<file path="src/rtl/mem_stage.sv">
// Memory stage: turns EX results into aligned data-memory requests
// and returns extended load data to writeback.
module mem_stage #(
  parameter int DWIDTH = 32
) (
  input  logic              clk,
  input  logic              rst_n,
  input  logic              in_valid,
  output logic              in_ready,
  input  logic              ctrl_mem_rd,
  input  logic              ctrl_mem_we,
  input  logic [2:0]        mem_func,
  input  logic [DWIDTH-1:0] alu_out,
  input  logic [DWIDTH-1:0] data_rs2,
  output logic              dmem_req,
  input  logic              dmem_gnt,
  output logic [DWIDTH-1:0] dmem_addr,
  output logic [3:0]        dmem_wmask,
  output logic [DWIDTH-1:0] dmem_wdata,
  input  logic              dmem_rvalid,
  input  logic [DWIDTH-1:0] dmem_rdata,
  output logic              wb_valid,
  output logic [DWIDTH-1:0] wb_data,
  output logic              misaligned
);

  typedef enum logic [1:0] {IDLE, REQ, RESP} state_t;

  state_t            state_q, state_d;
  logic [1:0]        off_q;
  logic [2:0]        func_q;
  logic              store_q;
  logic [DWIDTH-1:0] addr_q, wdata_q;
  logic [3:0]        wmask_q;

  logic              accept, mem_op, mis, start;
  logic              is_byte, is_half;
  logic [3:0]        wmask_d;
  logic [DWIDTH-1:0] wdata_d, ld_data;
  logic [7:0]        ld_b;
  logic [15:0]       ld_h;
  logic              ld_sx;

  assign in_ready = (state_q == IDLE);
  assign accept   = in_valid & in_ready;
  assign mem_op   = ctrl_mem_rd | ctrl_mem_we;
  assign is_byte  = (mem_func[1:0] == 2'b00);
  assign is_half  = (mem_func[1:0] == 2'b01);
  assign start    = accept & mem_op & ~mis;

  always_comb begin
    mis     = |alu_out[1:0];
    wmask_d = 4'b1111;
    wdata_d = data_rs2;
    unique case (1'b1)
      is_byte: begin
        mis     = 1'b0;
        wmask_d = 4'b0001 << alu_out[1:0];
        wdata_d = {4{data_rs2[7:0]}};
      end
      is_half: begin
        mis     = alu_out[0];
        wmask_d = 4'b0011 << {alu_out[1], 1'b0};
        wdata_d = {2{data_rs2[15:0]}};
      end
      default: ;
    endcase
  end

  // Load lane select uses the byte offset captured at acceptance
  assign ld_b  = dmem_rdata[8*off_q +: 8];
  assign ld_h  = off_q[1] ? dmem_rdata[31:16] : dmem_rdata[15:0];
  assign ld_sx = ~func_q[2];

  always_comb begin
    ld_data = dmem_rdata;
    unique case (func_q[1:0])
      2'b00:   ld_data = {{24{ld_sx & ld_b[7]}}, ld_b};
      2'b01:   ld_data = {{16{ld_sx & ld_h[15]}}, ld_h};
      default: ;
    endcase
  end

  always_comb begin
    state_d = state_q;
    unique case (state_q)
      IDLE:    if (start) state_d = REQ;
      REQ:     if (dmem_gnt) state_d = store_q ? IDLE : RESP;
      RESP:    if (dmem_rvalid) state_d = IDLE;
      default: state_d = IDLE;
    endcase
  end

  always_ff @(posedge clk or negedge rst_n) begin
    if (!rst_n) begin
      state_q    <= IDLE;
      off_q      <= '0;
      func_q     <= '0;
      store_q    <= 1'b0;
      addr_q     <= '0;
      wdata_q    <= '0;
      wmask_q    <= '0;
      wb_valid   <= 1'b0;
      wb_data    <= '0;
      misaligned <= 1'b0;
    end else begin
      state_q <= state_d;
      if (start) begin
        addr_q  <= {alu_out[DWIDTH-1:2], 2'b00};
        off_q   <= alu_out[1:0];
        func_q  <= mem_func;
        store_q <= ctrl_mem_we;
        wmask_q <= ctrl_mem_we ? wmask_d : 4'b0000;
        wdata_q <= wdata_d;
      end
      misaligned <= accept & mem_op & mis;
      wb_valid   <= (state_q == RESP) & dmem_rvalid;
      if ((state_q == RESP) && dmem_rvalid) wb_data <= ld_data;
    end
  end

  assign dmem_req   = (state_q == REQ);
  assign dmem_addr  = addr_q;
  assign dmem_wdata = wdata_q;
  assign dmem_wmask = dmem_req ? wmask_q : 4'b0000;

endmodule

</file>
<file path="config.mk">
export PLATFORM = sky130hd
export DESIGN_NAME = mem_stage
export DESIGN_NICKNAME = d
export VERILOG_FILES = /design/src/rtl/mem_stage.sv
export SDC_FILE = /design/constraint.sdc
export NUM_CORES = 1
export LEC_CHECK = 0
export ABC_AREA = 1
export CORE_ASPECT_RATIO = 0.6
export CORE_MARGIN = 1
export CORE_UTILIZATION = 39
export DETAILED_ROUTE_END_ITERATION = 8
export GPL_ROUTABILITY_DRIVEN = 0
export PLACE_DENSITY = 0.79
export SYNTH_ARGS = -nofsm -noshare
export SYNTH_HDL_FRONTEND = slang
export SYNTH_SLANG_ARGS = --single-unit
</file>
<file path="constraint.sdc">
create_clock -name clk -period 1.2 [get_ports clk]
set_input_delay 0.24 -clock clk [delete_from_list [all_inputs] [get_ports clk]]
set_output_delay 0.24 -clock clk [all_outputs]
set_load 0.02 [all_outputs]
</file>
# After elaboration in Yosys (flattened, before gate mapping)
# Index checks and enable logic that the tools add are counted.
# Widths: inputs -> output; s select.
# word_totals
ff_bits	108
input_bits	106
output_inout_bits	104
# op_classes
eq_ne	7
shifts	3
muxes	12
bitwise	10
n_reduce_logical	6
# op_table
op	count
$pmux 32 s2	2
$shiftx 32x6->8	1
$mux 16	1
$mux 2	4
$mux 4	2
$pmux 4 s2	1
$and 1x1->1	7
$eq 2x1->1 const B	3
$logic_not 2->1	3
$pmux 2 s3	1
$ne 2x1->1 const B	2
$shl 1x2->4 const A	1
$shl 2x2->4 const A	1
$reduce_and 3->1	1
$eq 2x2->1 const B	1
$ne 2x2->1 const B	1
$not 1->1	2
$pmux 1 s2	1
$reduce_or 2->1	1
$logic_and 1x1->1	1
$or 1x1->1	1

# Logic depth before layout (Yosys ltp)
# logic_depth
word_depth	6
mapped_depth	10

# Worst setup path after synthesis
# OpenSTA, ideal clock, no wires.
# synth_path
path_type	flip-flop to flip-flop
startpoint	register state_q[1]
endpoint	register state_q[1]
arrival_time_ps	1376
t_required_ps	1082
path_slack_ps	-294
stages_incl_launch_ff	8
path_buffers	0
cell_sequence	dfrtp_1 > nor2_1 > inv_1 > or2_2 > nand2_1 > inv_1 > nand3_1 > nand2_1
# synth_via
word_cells_on_any_way	11
# synth_lines
element	line_no	rtl
from (decl)	29	state_t state_q, state_d;
from (signal assigned)	107	state_q <= state_d;
$eq 2x1->1 *	-	
named net dmem_req	15	output logic dmem_req,
$ne 2x1->1 (no source line)	-	
$reduce_and 3->1 (no source line)	-	
# The timed path passes the listed nets; every way through them passes the cells marked *.
# A chain may end at the register's enable or synchronous reset.

# Final worst setup path
# layout_path
startpoint	register state_q[0]
endpoint	output port dmem_wmask[3]
# layout_via
elab_chain_len	2
# layout_rtl
element	line_no	rtl
$eq 2x1->1	122	assign dmem_req = (state_q == REQ);
$mux 4	125	assign dmem_wmask = dmem_req ? wmask_q : 4'b0000;
to (decl)	18	output logic [3:0] dmem_wmask,
# Every way passes these cells.

==> impl_metrics.ini <==
[outcome]
status = complete, but fails checks
violations = setup timing

[hold_path]
min_path_type = primary input to async pin

[synthesis]
post-synth-top-area-cell = sky130_fd_sc_hd__dfrtp_1
edff_count_synth = 0
syn-cell-area_um2 = 5210
cells_after_synth = 671
yosys.area.top_type_share_pct = 51.9
synthArstFlopShare_pct = 100
post-synth-top-count-cell = sky130_fd_sc_hd__nand2_1
synth_fa_ha_area_share_pct = 0
synth-warning-count = 0
synth_area_per_cell_um2 = 7.76
synth.area.top_cells = sky130_fd_sc_hd__dfrtp_1 (52%), sky130_fd_sc_hd__nand2_1 (21%), sky130_fd_sc_hd__a21oi_1 (5.9%), sky130_fd_sc_hd__o21ai_0 (4.4%), sky130_fd_sc_hd__inv_1 (3.4%)
ys_dominant_reg_cell = sky130_fd_sc_hd__dfrtp_1
yosys_register_bits = 108
synth_top_family_by_area = simple AND/OR/NAND/NOR gates
synthMuxAreaShare_pct = 0
synth_compound_area_share_pct = 11.6
synth_xor_xnor_area_share_pct = 0
synthesized_area_fraction_occupied_by_and_or_nand_nor_cells_pct = 28.4
top_post_synthesis_cells_by_count = sky130_fd_sc_hd__nand2_1 (295), sky130_fd_sc_hd__dfrtp_1 (108), sky130_fd_sc_hd__a21oi_1 (61), sky130_fd_sc_hd__inv_1 (47), sky130_fd_sc_hd__o21ai_0 (46)
yosysSeqAreaShare_pct = 51.9
netlist-cell-type-count = 26

[placed_design]
numPortBuffers = 207
placed_cells = 1068
dp_hpwl_um = 12200

[clock_network]
ctsLongestPathBuffers = 2
clkSinkCount = 108
cts-buffers-inserted = 9
clock_tree.htree_level_count = 3
tritoncts = yes
clk_pin_slew_worst_paths_ps = 70
cts.root.buffer_cell = sky130_fd_sc_hd__clkbuf_16
clock_latency_on_the_worst_skew_pair_ps = 350

[pwr]
power.ir.vdd_worst_mv = 1.10
power-per-cell-area_nw_per_um2 = 2260
leakage_power_nw = 4.58

[die]
coreArea_um2 = 12900
die_y_um = 91.5
die-area_um2 = 13800
row_count = 32
die_w_um = 151
initial_utilization_pct = 40.3
boundaryPins = 210

[setup_path]
worstPathRequired_ps = 960
critPathKind = flip-flop to primary output
worst_ep_arrival_time_ps = 1460
crit_path_max_fanout = 6
worst-r2r-setup-slack_ps = -490
worstSetupStartpointType = flip-flop
timing.critical_path.to_type = primary output

[drt]
drt_iter0_markers = 342
drt_pass1_iterations = 5
vias = 5611
drc_errors = 0
detail-route-antenna-nets = 0
routedWlPerCell_um = 16.6
via_per_inst = 4.97
routed_wirelength_um = 18700

[sta]
final_hold_viol_count = 0
fin_worst_skew_ps = 6.19
hold_ws_ps = 300
rsz0062_at_grt = yes
final_critical_path_setup_slack_ps = -502
setup_tns_ps = -42020
post-route-period-util_pct = 142
finalMaxSlewViolations = 0
min_cycle_time_layout_ps = 1700
maxClockFrequency_ghz = 0.587
report.final.setup_viol = 113

[job]
count_of_max_cap_constraint_violations = 0

[final_layout]
post_layout_nonfiller_instances = 1130
layout.core_utilization_pct = 69.6
num-nets-final = 1061
drive_gt1_share_pct = 37.5
area_delta_synth_final_pct = 72.9
insertedDiodeCount = 0

[global_route]
antenna_found_initial = 0
vias_in_the_first_global_route = 5336
gr-usage-all-layers_pct = 26.5
grt_first_pass_wirelength_um = 28000
globalRoute.totalOverflow = 0
grt_max_degree = 40
-- flip-flops by register name, indices dropped and copies added, names as in the netlist --
name        flops
state_q         2
dmem_addr      30
store_q         1
off_q           2
wb_data        32
misaligned      1
wmask_q         4
wb_valid        1
dmem_wdata     32
func_q          3
-- worst max-delay path, stage by stage, from the launching register on --
cell                      delay (ps)
sky130_fd_sc_hd__dfrtp_1         380
sky130_fd_sc_hd__inv_2           100
sky130_fd_sc_hd__nor2_4           40
sky130_fd_sc_hd__buf_4           120
sky130_fd_sc_hd__inv_1           220
sky130_fd_sc_hd__nor2_1           90
sky130_fd_sc_hd__buf_4           170
-- path summary, 6_finish.rpt --
check,startpoint,to,cells after the start
worst max register to register,state_q[0]$_DFFE_PN0P_,dmem_addr[2]$_DFFE_PN0P_,11
worst max-delay path,state_q[0]$_DFFE_PN0P_,dmem_wmask[3],6
min in group clk,alu_out[3],dmem_addr[3]$_DFFE_PN0P_,3
worst min-delay path,rst_n,dmem_wdata[23]$_DFFE_PN0P_,2
worst min register to register,dmem_addr[4]$_DFFE_PN0P_,dmem_addr[4]$_DFFE_PN0P_,2
max in group asynchronous,rst_n,dmem_addr[6]$_DFFE_PN0P_,3
-- metal layers --
metal	track usage, %	up-vias	part of all wire [%]
li1	-	2670	-
met4	4.00	0	0.85
met3	8.74	20	11
met2	38.0	281	43
met5	0	-	0
met1	39.1	2640	44
-- timing repair --
item	CTS	global route
buffers inserted	19	11
resized for setup	472	139
pin swaps	10	16
hold buffers	1	0
setup endpoints to repair	208	114
cloned	13	6
hold endpoints to repair	10	0
-- cells in the final DEF (no fill, tap or decap), types with 2 or more instances in the layout --
master                            Yosys  layout
sky130_fd_sc_hd__conb_1               1       2
sky130_fd_sc_hd__o21ai_1              5      21
sky130_fd_sc_hd__nand2_4              2       5
sky130_fd_sc_hd__dfrtp_2              0       2
sky130_fd_sc_hd__inv_2                4      22
sky130_fd_sc_hd__buf_2               12      94
sky130_fd_sc_hd__a21oi_4              0      13
sky130_fd_sc_hd__a21oi_1             61      28
sky130_fd_sc_hd__nand2_8              0       2
sky130_fd_sc_hd__inv_6                0       2
sky130_fd_sc_hd__clkinv_4             0       3
sky130_fd_sc_hd__clkbuf_16            0      14
sky130_fd_sc_hd__o21ai_2              1      17
sky130_fd_sc_hd__o21ai_0             46      14
sky130_fd_sc_hd__nor2_1              14       8
sky130_fd_sc_hd__inv_1               47      27
sky130_fd_sc_hd__buf_12               0      15
sky130_fd_sc_hd__nand2_2              3      18
sky130_fd_sc_hd__or2_4                0      16
sky130_fd_sc_hd__nand3_1             19      11
sky130_fd_sc_hd__buf_6                5      21
sky130_fd_sc_hd__buf_8                0       7
sky130_fd_sc_hd__nor2_2               0       5
sky130_fd_sc_hd__buf_4                8      51
sky130_fd_sc_hd__nor2_8               2       2
sky130_fd_sc_hd__buf_16               0      10
sky130_fd_sc_hd__clkdlybuf4s50_1      0     104
sky130_fd_sc_hd__nand3_4              0       2
sky130_fd_sc_hd__a21oi_2              3      23
sky130_fd_sc_hd__nor2_4               1       2
sky130_fd_sc_hd__nand2_1            295     275
sky130_fd_sc_hd__dfrtp_1            108     106
sky130_fd_sc_hd__nand3_2              0       6
-- report_power, final --
group / switching, W / internal [W] / total, W
registers: 0.000998 / 0.00526 / 0.00626
clock network: 0.00145 / 0.00166 / 0.00311
logic: 0.00630 / 0.00471 / 0.0110
-- per-stage QoR --
step           area (um2)  power [W]  setup slack (ps)
2_1_floorplan        5290     0.0115              -105
3_3_place_gp         7880     0.0162              -513
3_5_place_dp         7880     0.0164              -558
4_1_cts              8410     0.0192              -452
5_1_grt              9000     0.0217              -576
6_report             9000     0.0204              -502
-- kinds of logic after synthesis --
group / Yosys count
compound gates: 117
flops: 108
simple gates: 356
buf+inv: 89
other cells: 1
-- layout make-up --
class | count | area, um2
Timing Repair Buffer | 309 | 2980
Fill cell | 1030 | 3930
Clock buffer | 9 | 225
Clock inverter | 7 | 81.3
Multi-Input combinational cell | 475 | 2580
Sequential cell | 108 | 2710
Inverter | 52 | 215
Tap cell | 170 | 213
No activity file was read; power rests on OpenSTA's default activity.
